$ cat src/rtl/fetch_pc_sequencer_if.sv
// Fetch sequencer bus bundle: decode-side controls, instruction memory
// handshake and the IF/ID presentation signals.
interface fetch_pc_sequencer_if;
  logic        stall;
  logic        redirect_valid;
  logic [15:0] redirect_pc;
  logic        imem_req;
  logic [15:0] imem_addr;
  logic        imem_valid;
  logic [15:0] imem_data;
  logic        if_valid;
  logic [15:0] if_instr;
  logic [15:0] if_pc;
  logic [15:0] if_pc_plus2;
  logic        halted;
  logic [15:0] fetch_count;

  // Sequencer side.
  modport master (
    input  stall, redirect_valid, redirect_pc, imem_valid, imem_data,
    output imem_req, imem_addr, if_valid, if_instr, if_pc, if_pc_plus2,
           halted, fetch_count
  );

  // Environment side: decode, PC control and instruction memory.
  modport slave (
    output stall, redirect_valid, redirect_pc, imem_valid, imem_data,
    input  imem_req, imem_addr, if_valid, if_instr, if_pc, if_pc_plus2,
           halted, fetch_count
  );
endinterface

$ cat src/rtl/fetch_pc_sequencer.sv
// Fetch PC sequencer: owns the architectural PC, issues level-handshake
// instruction reads, presents fetched words to decode, applies stalls and
// redirects, and drains the pipe on HLT.
//
// state | meaning
// RST_S | one idle cycle after reset release, no fetch request
// FETCH | requesting words at pc, presenting them to decode
// DRAIN | HLT captured; waiting for decode to accept it, no requests
// HALT  | core halted; only reset leaves this state
module fetch_pc_sequencer #(
  parameter logic [15:0] RESET_PC    = 16'h0000,
  parameter logic [3:0]  HALT_OPCODE = 4'hF
) (
  input  logic                  clk,
  input  logic                  rst,
  fetch_pc_sequencer_if.master  bus
);

  typedef enum logic [1:0] {RST_S, FETCH, DRAIN, HALT} state_t;

  // Instruction addresses are halfword aligned.
  localparam logic [15:0] RESET_PC_ALIGNED = RESET_PC & 16'hFFFE;

  state_t      state_q, state_d;
  logic [15:0] pc_q, pc_d;
  logic        if_valid_q, if_valid_d;
  logic [15:0] if_instr_q, if_instr_d;
  logic [15:0] if_pc_q, if_pc_d;
  logic [15:0] if_pc_plus2_q, if_pc_plus2_d;
  logic        halted_q, halted_d;
  logic [15:0] fetch_count_q, fetch_count_d;

  logic imem_req;
  logic accept;
  logic capture;

  // Request and handshake qualifiers; redirect squashes both accept and capture.
  always_comb begin
    imem_req = (state_q == FETCH) && !(if_valid_q && bus.stall);
    accept   = if_valid_q && !bus.stall && !bus.redirect_valid;
    capture  = imem_req && bus.imem_valid && !bus.redirect_valid;
  end

  // Next-state and next-output computation for the whole sequencer.
  always_comb begin
    state_d       = state_q;
    pc_d          = pc_q;
    if_valid_d    = if_valid_q;
    if_instr_d    = if_instr_q;
    if_pc_d       = if_pc_q;
    if_pc_plus2_d = if_pc_plus2_q;
    halted_d      = halted_q;
    fetch_count_d = fetch_count_q;

    if (accept && (fetch_count_q != 16'hFFFF)) begin
      fetch_count_d = fetch_count_q + 16'd1;
    end

    if ((state_q != HALT) && bus.redirect_valid) begin
      // Redirect wins over everything, including a pending HLT in DRAIN.
      pc_d       = bus.redirect_pc & 16'hFFFE;
      if_valid_d = 1'b0;
      state_d    = FETCH;
    end else begin
      case (state_q)
        RST_S: state_d = FETCH;
        FETCH: begin
          if (capture) begin
            // Capture may coincide with accept: the slot is refilled directly.
            if_instr_d    = bus.imem_data;
            if_pc_d       = pc_q;
            if_pc_plus2_d = pc_q + 16'd2;
            if_valid_d    = 1'b1;
            pc_d          = pc_q + 16'd2;
            if (bus.imem_data[15:12] == HALT_OPCODE) begin
              state_d = DRAIN;
            end
          end else if (accept) begin
            if_valid_d = 1'b0;
          end
        end
        DRAIN: begin
          if (accept) begin
            if_valid_d = 1'b0;
            halted_d   = 1'b1;
            state_d    = HALT;
          end
        end
        default: begin
          if_valid_d = 1'b0;
          halted_d   = 1'b1;
        end
      endcase
    end
  end

  // State and output registers, cleared asynchronously.
  always_ff @(posedge clk or posedge rst) begin
    if (rst) begin
      state_q       <= RST_S;
      pc_q          <= RESET_PC_ALIGNED;
      if_valid_q    <= 1'b0;
      if_instr_q    <= 16'h0000;
      if_pc_q       <= 16'h0000;
      if_pc_plus2_q <= 16'h0000;
      halted_q      <= 1'b0;
      fetch_count_q <= 16'h0000;
    end else begin
      state_q       <= state_d;
      pc_q          <= pc_d;
      if_valid_q    <= if_valid_d;
      if_instr_q    <= if_instr_d;
      if_pc_q       <= if_pc_d;
      if_pc_plus2_q <= if_pc_plus2_d;
      halted_q      <= halted_d;
      fetch_count_q <= fetch_count_d;
    end
  end

  assign bus.imem_req    = imem_req;
  assign bus.imem_addr   = pc_q;
  assign bus.if_valid    = if_valid_q;
  assign bus.if_instr    = if_instr_q;
  assign bus.if_pc       = if_pc_q;
  assign bus.if_pc_plus2 = if_pc_plus2_q;
  assign bus.halted      = halted_q;
  assign bus.fetch_count = fetch_count_q;

endmodule

$ cat src/flat_wrapper.sv
// flat-port wrapper written by rule: the top's interface ports become plain ports
module fetch_pc_sequencer_flat 
#(
  parameter logic [15:0] RESET_PC    = 16'h0000,
  parameter logic [3:0]  HALT_OPCODE = 4'hF
)
  (clk, rst, bus_stall, bus_redirect_valid, bus_redirect_pc, bus_imem_valid, bus_imem_data, bus_imem_req, bus_imem_addr, bus_if_valid, bus_if_instr, bus_if_pc, bus_if_pc_plus2, bus_halted, bus_fetch_count);
  fetch_pc_sequencer_if bus_i ();
  input  logic clk;
  input  logic rst;
  input wire logic [$bits(bus_i.stall)-1:0] bus_stall;
  input wire logic [$bits(bus_i.redirect_valid)-1:0] bus_redirect_valid;
  input wire logic [$bits(bus_i.redirect_pc)-1:0] bus_redirect_pc;
  input wire logic [$bits(bus_i.imem_valid)-1:0] bus_imem_valid;
  input wire logic [$bits(bus_i.imem_data)-1:0] bus_imem_data;
  output wire logic [$bits(bus_i.imem_req)-1:0] bus_imem_req;
  output wire logic [$bits(bus_i.imem_addr)-1:0] bus_imem_addr;
  output wire logic [$bits(bus_i.if_valid)-1:0] bus_if_valid;
  output wire logic [$bits(bus_i.if_instr)-1:0] bus_if_instr;
  output wire logic [$bits(bus_i.if_pc)-1:0] bus_if_pc;
  output wire logic [$bits(bus_i.if_pc_plus2)-1:0] bus_if_pc_plus2;
  output wire logic [$bits(bus_i.halted)-1:0] bus_halted;
  output wire logic [$bits(bus_i.fetch_count)-1:0] bus_fetch_count;
  assign bus_i.stall = bus_stall;
  assign bus_i.redirect_valid = bus_redirect_valid;
  assign bus_i.redirect_pc = bus_redirect_pc;
  assign bus_i.imem_valid = bus_imem_valid;
  assign bus_i.imem_data = bus_imem_data;
  assign bus_imem_req = bus_i.imem_req;
  assign bus_imem_addr = bus_i.imem_addr;
  assign bus_if_valid = bus_i.if_valid;
  assign bus_if_instr = bus_i.if_instr;
  assign bus_if_pc = bus_i.if_pc;
  assign bus_if_pc_plus2 = bus_i.if_pc_plus2;
  assign bus_halted = bus_i.halted;
  assign bus_fetch_count = bus_i.fetch_count;
  fetch_pc_sequencer #(.RESET_PC(RESET_PC), .HALT_OPCODE(HALT_OPCODE)) u_core (.clk(clk), .rst(rst), .bus(bus_i));
endmodule
$ cat config.mk
export PLATFORM = sky130hd
export DESIGN_NAME = fetch_pc_sequencer_flat
export DESIGN_NICKNAME = d
export VERILOG_FILES = /design/src/rtl/fetch_pc_sequencer_if.sv /design/src/rtl/fetch_pc_sequencer.sv /design/src/flat_wrapper.sv
export SDC_FILE = /design/constraint.sdc
export NUM_CORES = 1
export LEC_CHECK = 0
export ABC_AREA = 1
export CORE_MARGIN = 2
export CORE_UTILIZATION = 40
export CTS_CLUSTER_SIZE = 24
export DETAILED_ROUTE_END_ITERATION = 8
export PLACE_DENSITY = 0.68
export SYNTH_ARGS = -nofsm -noshare
export SYNTH_HDL_FRONTEND = slang
export SYNTH_SLANG_ARGS = --single-unit
$ cat constraint.sdc
create_clock -name clk -period 7.9 [get_ports clk]
set_clock_uncertainty 0.15 [all_clocks]
set_input_delay 1.58 -clock clk [delete_from_list [all_inputs] [get_ports clk]]
set_output_delay 1.58 -clock clk [all_outputs]
set_load 0.005 [all_outputs]
# Word-level counts from Yosys, hierarchy flattened
# Cells that the tools add are included.
# Widths: inputs -> output; s select.
[totals] ff_bits=84 in_bits=37 output_inout_bits=83 wordCells=56
[classes] n_addsub=2 eq_ne=10 muxes=14 bitwise=2 n_reduce_logical=20
[ops] cell="$mux 16" n=3
[ops] cell="$add 16x1->16 const B" n=1
[ops] cell="$add 16x2->16 const B" n=1
[ops] cell="$ne 16x16->1 const B" n=1
[ops] cell="$logic_and 1x1->1" n=8
[ops] cell="$mux 2" n=4
[ops] cell="$pmux 2 s3" n=1
[ops] cell="$reduce_and 3->1" n=2
[ops] cell="$eq 4x4->1 const B" n=1
[ops] cell="$mux 1" n=4
[ops] cell="$ne 2x1->1 const B" n=2
[ops] cell="$reduce_and 4->1" n=1
[ops] cell="$reduce_bool 2->1" n=2
[ops] cell="$reduce_bool 4->1" n=1
[ops] cell="$logic_not 1->1" n=3
[ops] cell="$ne 3x1->1 const B" n=1
[ops] cell="$ne 3x2->1 const B" n=1
[ops] cell="$ne 3x3->1 const B" n=1
[ops] cell="$pmux 1 s3" n=1
[ops] cell="$eq 2x1->1 const B" n=1
[ops] cell="$eq 2x2->1 const B" n=1
[ops] cell="$logic_not 2->1" n=1
[ops] cell="$ne 2x2->1 const B" n=1
[ops] cell="$not 1->1" n=2
[ops] cell="other kinds (3)" n=3

# Longest topological paths before layout
[logic_depth] ltp_word=8 ltp_mapped=10 mapped_depth_nobuf=9

# Worst setup path before layout
# No wires, ideal clock.
[synth_timing] kind="input -> output" startpoint="in bus_stall" endpoint="out bus_imem_req" t_arrival_ns=1.751 required_time_ns=6.170 path_slack_ns=4.419 path_stages=3 n_path_buf=0 path_cell_list="nand2_1 nand2_1 inv_1"
[synth_via] elab_chain_cells=3
[synth_lines] element="start: declaration" line="flat_wrapper.sv:11" rtl="input wire logic [$bits(bus_i.stall)-1:0] bus_stall;"
[synth_lines] element="$logic_and 1x1->1" line="fetch_pc_sequencer.sv:39" rtl="imem_req = (state_q == FETCH) && !(if_valid_q && bus.stall);"
[synth_lines] element="$logic_not 1->1" line="fetch_pc_sequencer.sv:39"
[synth_lines] element="$logic_and 1x1->1" line="fetch_pc_sequencer.sv:39"
[synth_lines] element="end: declaration" line="flat_wrapper.sv:16" rtl="output wire logic [$bits(bus_i.imem_req)-1:0] bus_imem_req;"
# No other way between the ends.

# Worst setup path after layout
# Same ends and word-level chain as after synthesis.

==> out/results.ini <==
[die]
core_area_um2 = 9680
dieArea_um2 = 10700
start_util_pct = 40.8
placementRows = 36
dieHeight_um = 103
die_x_um = 103
ios = 120

[hold_path]
hp-class = register to register

[synth]
yosys.area.top_type = dfrtp_1
synth.area.top_cells = dfrtp_1 (51%), nand2_1 (23%), nand3_1 (4.9%)
synth_area_per_cell_um2 = 7.70
syn_area_um2 = 3950
ys_ff_latch = 81
synth_top_area_share_pct = 51.3
ys_types = 26
seq_area_frac_synth_pct = 51.3
syn_inst = 513
yosys_warnings = 0

[clock_network]
htreeDepth = 3
cts-root-buf = clkbuf_8
clock-sinks = 81
clk_pin_slew_ps = 80
cts_setup_buffers = 0
cts.path.max_buffers = 2
hold_buffers = 0
ctsResizeCount = 0
worstSkewPairLatency_ps = 350
numCtsBuffers = 9
cts_tree = yes

[global_route]
antenna_found_initial = 0
grt_pass1_wl_um = 16300
grt_overflow = 0
grtUsageTotal_pct = 19.5
grt_start_max_net_pins = 82
grt_pass1_vias = 3546

[timing]
report.final.slew_viol_count = 0
worstMarginPinSlew_ps = 1130
finalHoldViolCount = 0
tns_ps = 0
setup_ws_ps = 3480
grt_setup_unrepaired = false
fmax_mhz = 226
period_needed_ps = 4420
setup_viol_count_final = 0
slew_headroom_pct = 24.7
fin_crit_sh_pct = 55.9
whs_ps = 332

[worst_setup_path]
crit_family = buffers and inverters
path_class = input pin to primary output
critPathMaxStageDelay_ps = 480
crit_path_cell_trace = clkdlybuf4s50_1, nand2_1, nand2_1, inv_1, clkdlybuf4s50_1
cp-start-kind = input pin
worst_path_max_delay_cell = clkdlybuf4s50_1
required_ps = 6170
worst-path-buf-inv = 3
crit_fanout = 2
end_kind = primary output
worstPathArrival_ps = 2690

[routing]
drc = 0
via_count = 3660
met2WireLength_um = 4830
drtAntennaViolNets = 0
dr.max_layer_used = met4
wl_met1_um = 4490
routedWlPerCell_um = 13.1
drt_wl_total_um = 10100
wl_met3_um = 598
drt_pass1_iterations = 4
via_per_inst = 4.78
drt_iter0_drc = 165

[finish]
final_layout_size_suffix_gt1_share_pct = 5.06
diodes = 0
syn_to_final_growth_pct = 36.6
fin_nets = 671
fillers = 901
layoutNonFillerInstCount = 765
final_area_um2 = 5390

[run_status]
status = completed

[placed_design]
post-dp-hpwl_um = 6980
place.gp.congestion = 0.904
placed_area_um2 = 5200
pre_cts_slack_ps = 3480
io_buffers = 115
place_inst = 749

[pwr]
p_leak_nw = 2.62
p_per_area_nw_per_um2 = 308
vdd_drop_max_v = 0.000177

[job]
max_cap_violations = 0

-- Yosys cell counts --
master and count:
a21oi_1 3, a21oi_2 1, buf_2 6, buf_4 3, buf_6 1, clkbuf_1 6, conb_1 1, dfrtp_1 81
ha_1 7, inv_1 35, inv_2 4, nand2_1 241, nand2_2 1, nand2_4 2, nand3_1 39, nand4_1 13
nand4_2 1, nor2_1 28, nor2_2 4, nor3_1 1, o211ai_1 1, o21ai_0 22, o21ai_1 1, o21bai_1 1
xnor2_1 6, xor2_1 4
-- flip-flops by register name, summed over array words and instances (netlist names) --
signal and flops:
u_core.bus.fetch_count 16, u_core.bus.halted 1, u_core.bus.if_instr 16, u_core.bus.if_pc 15
u_core.bus.if_pc_plus2 15, u_core.bus.if_valid 1, u_core.bus.imem_addr 15, u_core.state_q 2
-- per-stage QoR --
stage | util [%] | power, mW
6_report | 55.7 | 1.66
5_1_grt | 55.7 | 1.79
4_1_cts | 55.7 | 1.68
3_5_place_dp | 53.7 | 1.38
3_3_place_gp | 53.7 | 1.37
2_1_floorplan | - | 0.969
-- report_power, final --
group	total, mW	switching (mW)	leakage [nW]	internal, mW
sequential	0.696	0.129	1.03	0.567
clock	0.289	0.156	0.0919	0.132
combinational	0.674	0.296	1.50	0.378
total	1.66	0.582	2.62	1.08
-- worst reg2reg max path, cell delays in order, from the launching register on --
cell and delay, ps:
dfrtp_1 410, inv_1 100, ha_1 280, nand4_2 120, buf_4 510, inv_1 720, o21ai_0 340, o21ai_0 110
-- path summary, 6_finish.rpt --
check                                        from                          to  slack, ps  cells after the start
min in group asynchronous                     rst           u_core.state_q[0]       1720                      3
setup reg to reg                u_core.state_q[1]     u_core.bus.imem_addr[1]       5040                      7
hold reg to reg            u_core.bus.if_instr[0]      u_core.bus.if_instr[0]        330                      2
setup / recovery                        bus_stall                bus_imem_req       3480                      5
hold / removal             u_core.bus.if_instr[0]      u_core.bus.if_instr[0]        330                      2
max in group asynchronous                     rst  u_core.bus.fetch_count[14]       5220                      3
-- area by class of cell --
class                   count  area, um2  share of cell area (%)
inverters                  39        148                    2.74
repair buffers            117       1170                    21.6
clock buffers              11        151                    2.81
clock inverters             5       37.5                   0.696
flip-flops and latches     81       2030                    37.6
well taps                 133        166                    3.09
multi-input cells         379       1700                    31.5
-- cell families (layout without fill, tap and decap cells) --
group	Yosys count	after routing	share of synthesized area [%]
other cells	1	3	0.0949
fa+ha+maj	7	7	2.22
xor+xnor	10	10	2.22
flops	81	81	51.3
buf+inv	55	172	5.89
compound gates	29	29	3.90
simple gates	330	330	34.4
-- cells in the final DEF (no fill, tap or decap), drive strengths merged --
master         instances
nand4                 14
nand3                 39
inv                   39
ha                     7
o21ai                 23
o211ai                 1
clkdlybuf4s50        115
clkinv                 3
a21oi                  4
o21bai                 1
buf                    2
conb                   3
clkbuf                11
nor3                   1
nor2                  32
nand2                244
clkinvlp               2
xnor2                  6
xor2                   4
dfrtp                 81
-- routing by layer --
layer	up-vias	global-route usage, %
li1	1823	-
met1	1724	24.9
met2	102	31.9
met3	11	5.04
met4	0	7.29
met5	-	0
Note: power is estimated with default switching activity, not from simulation.
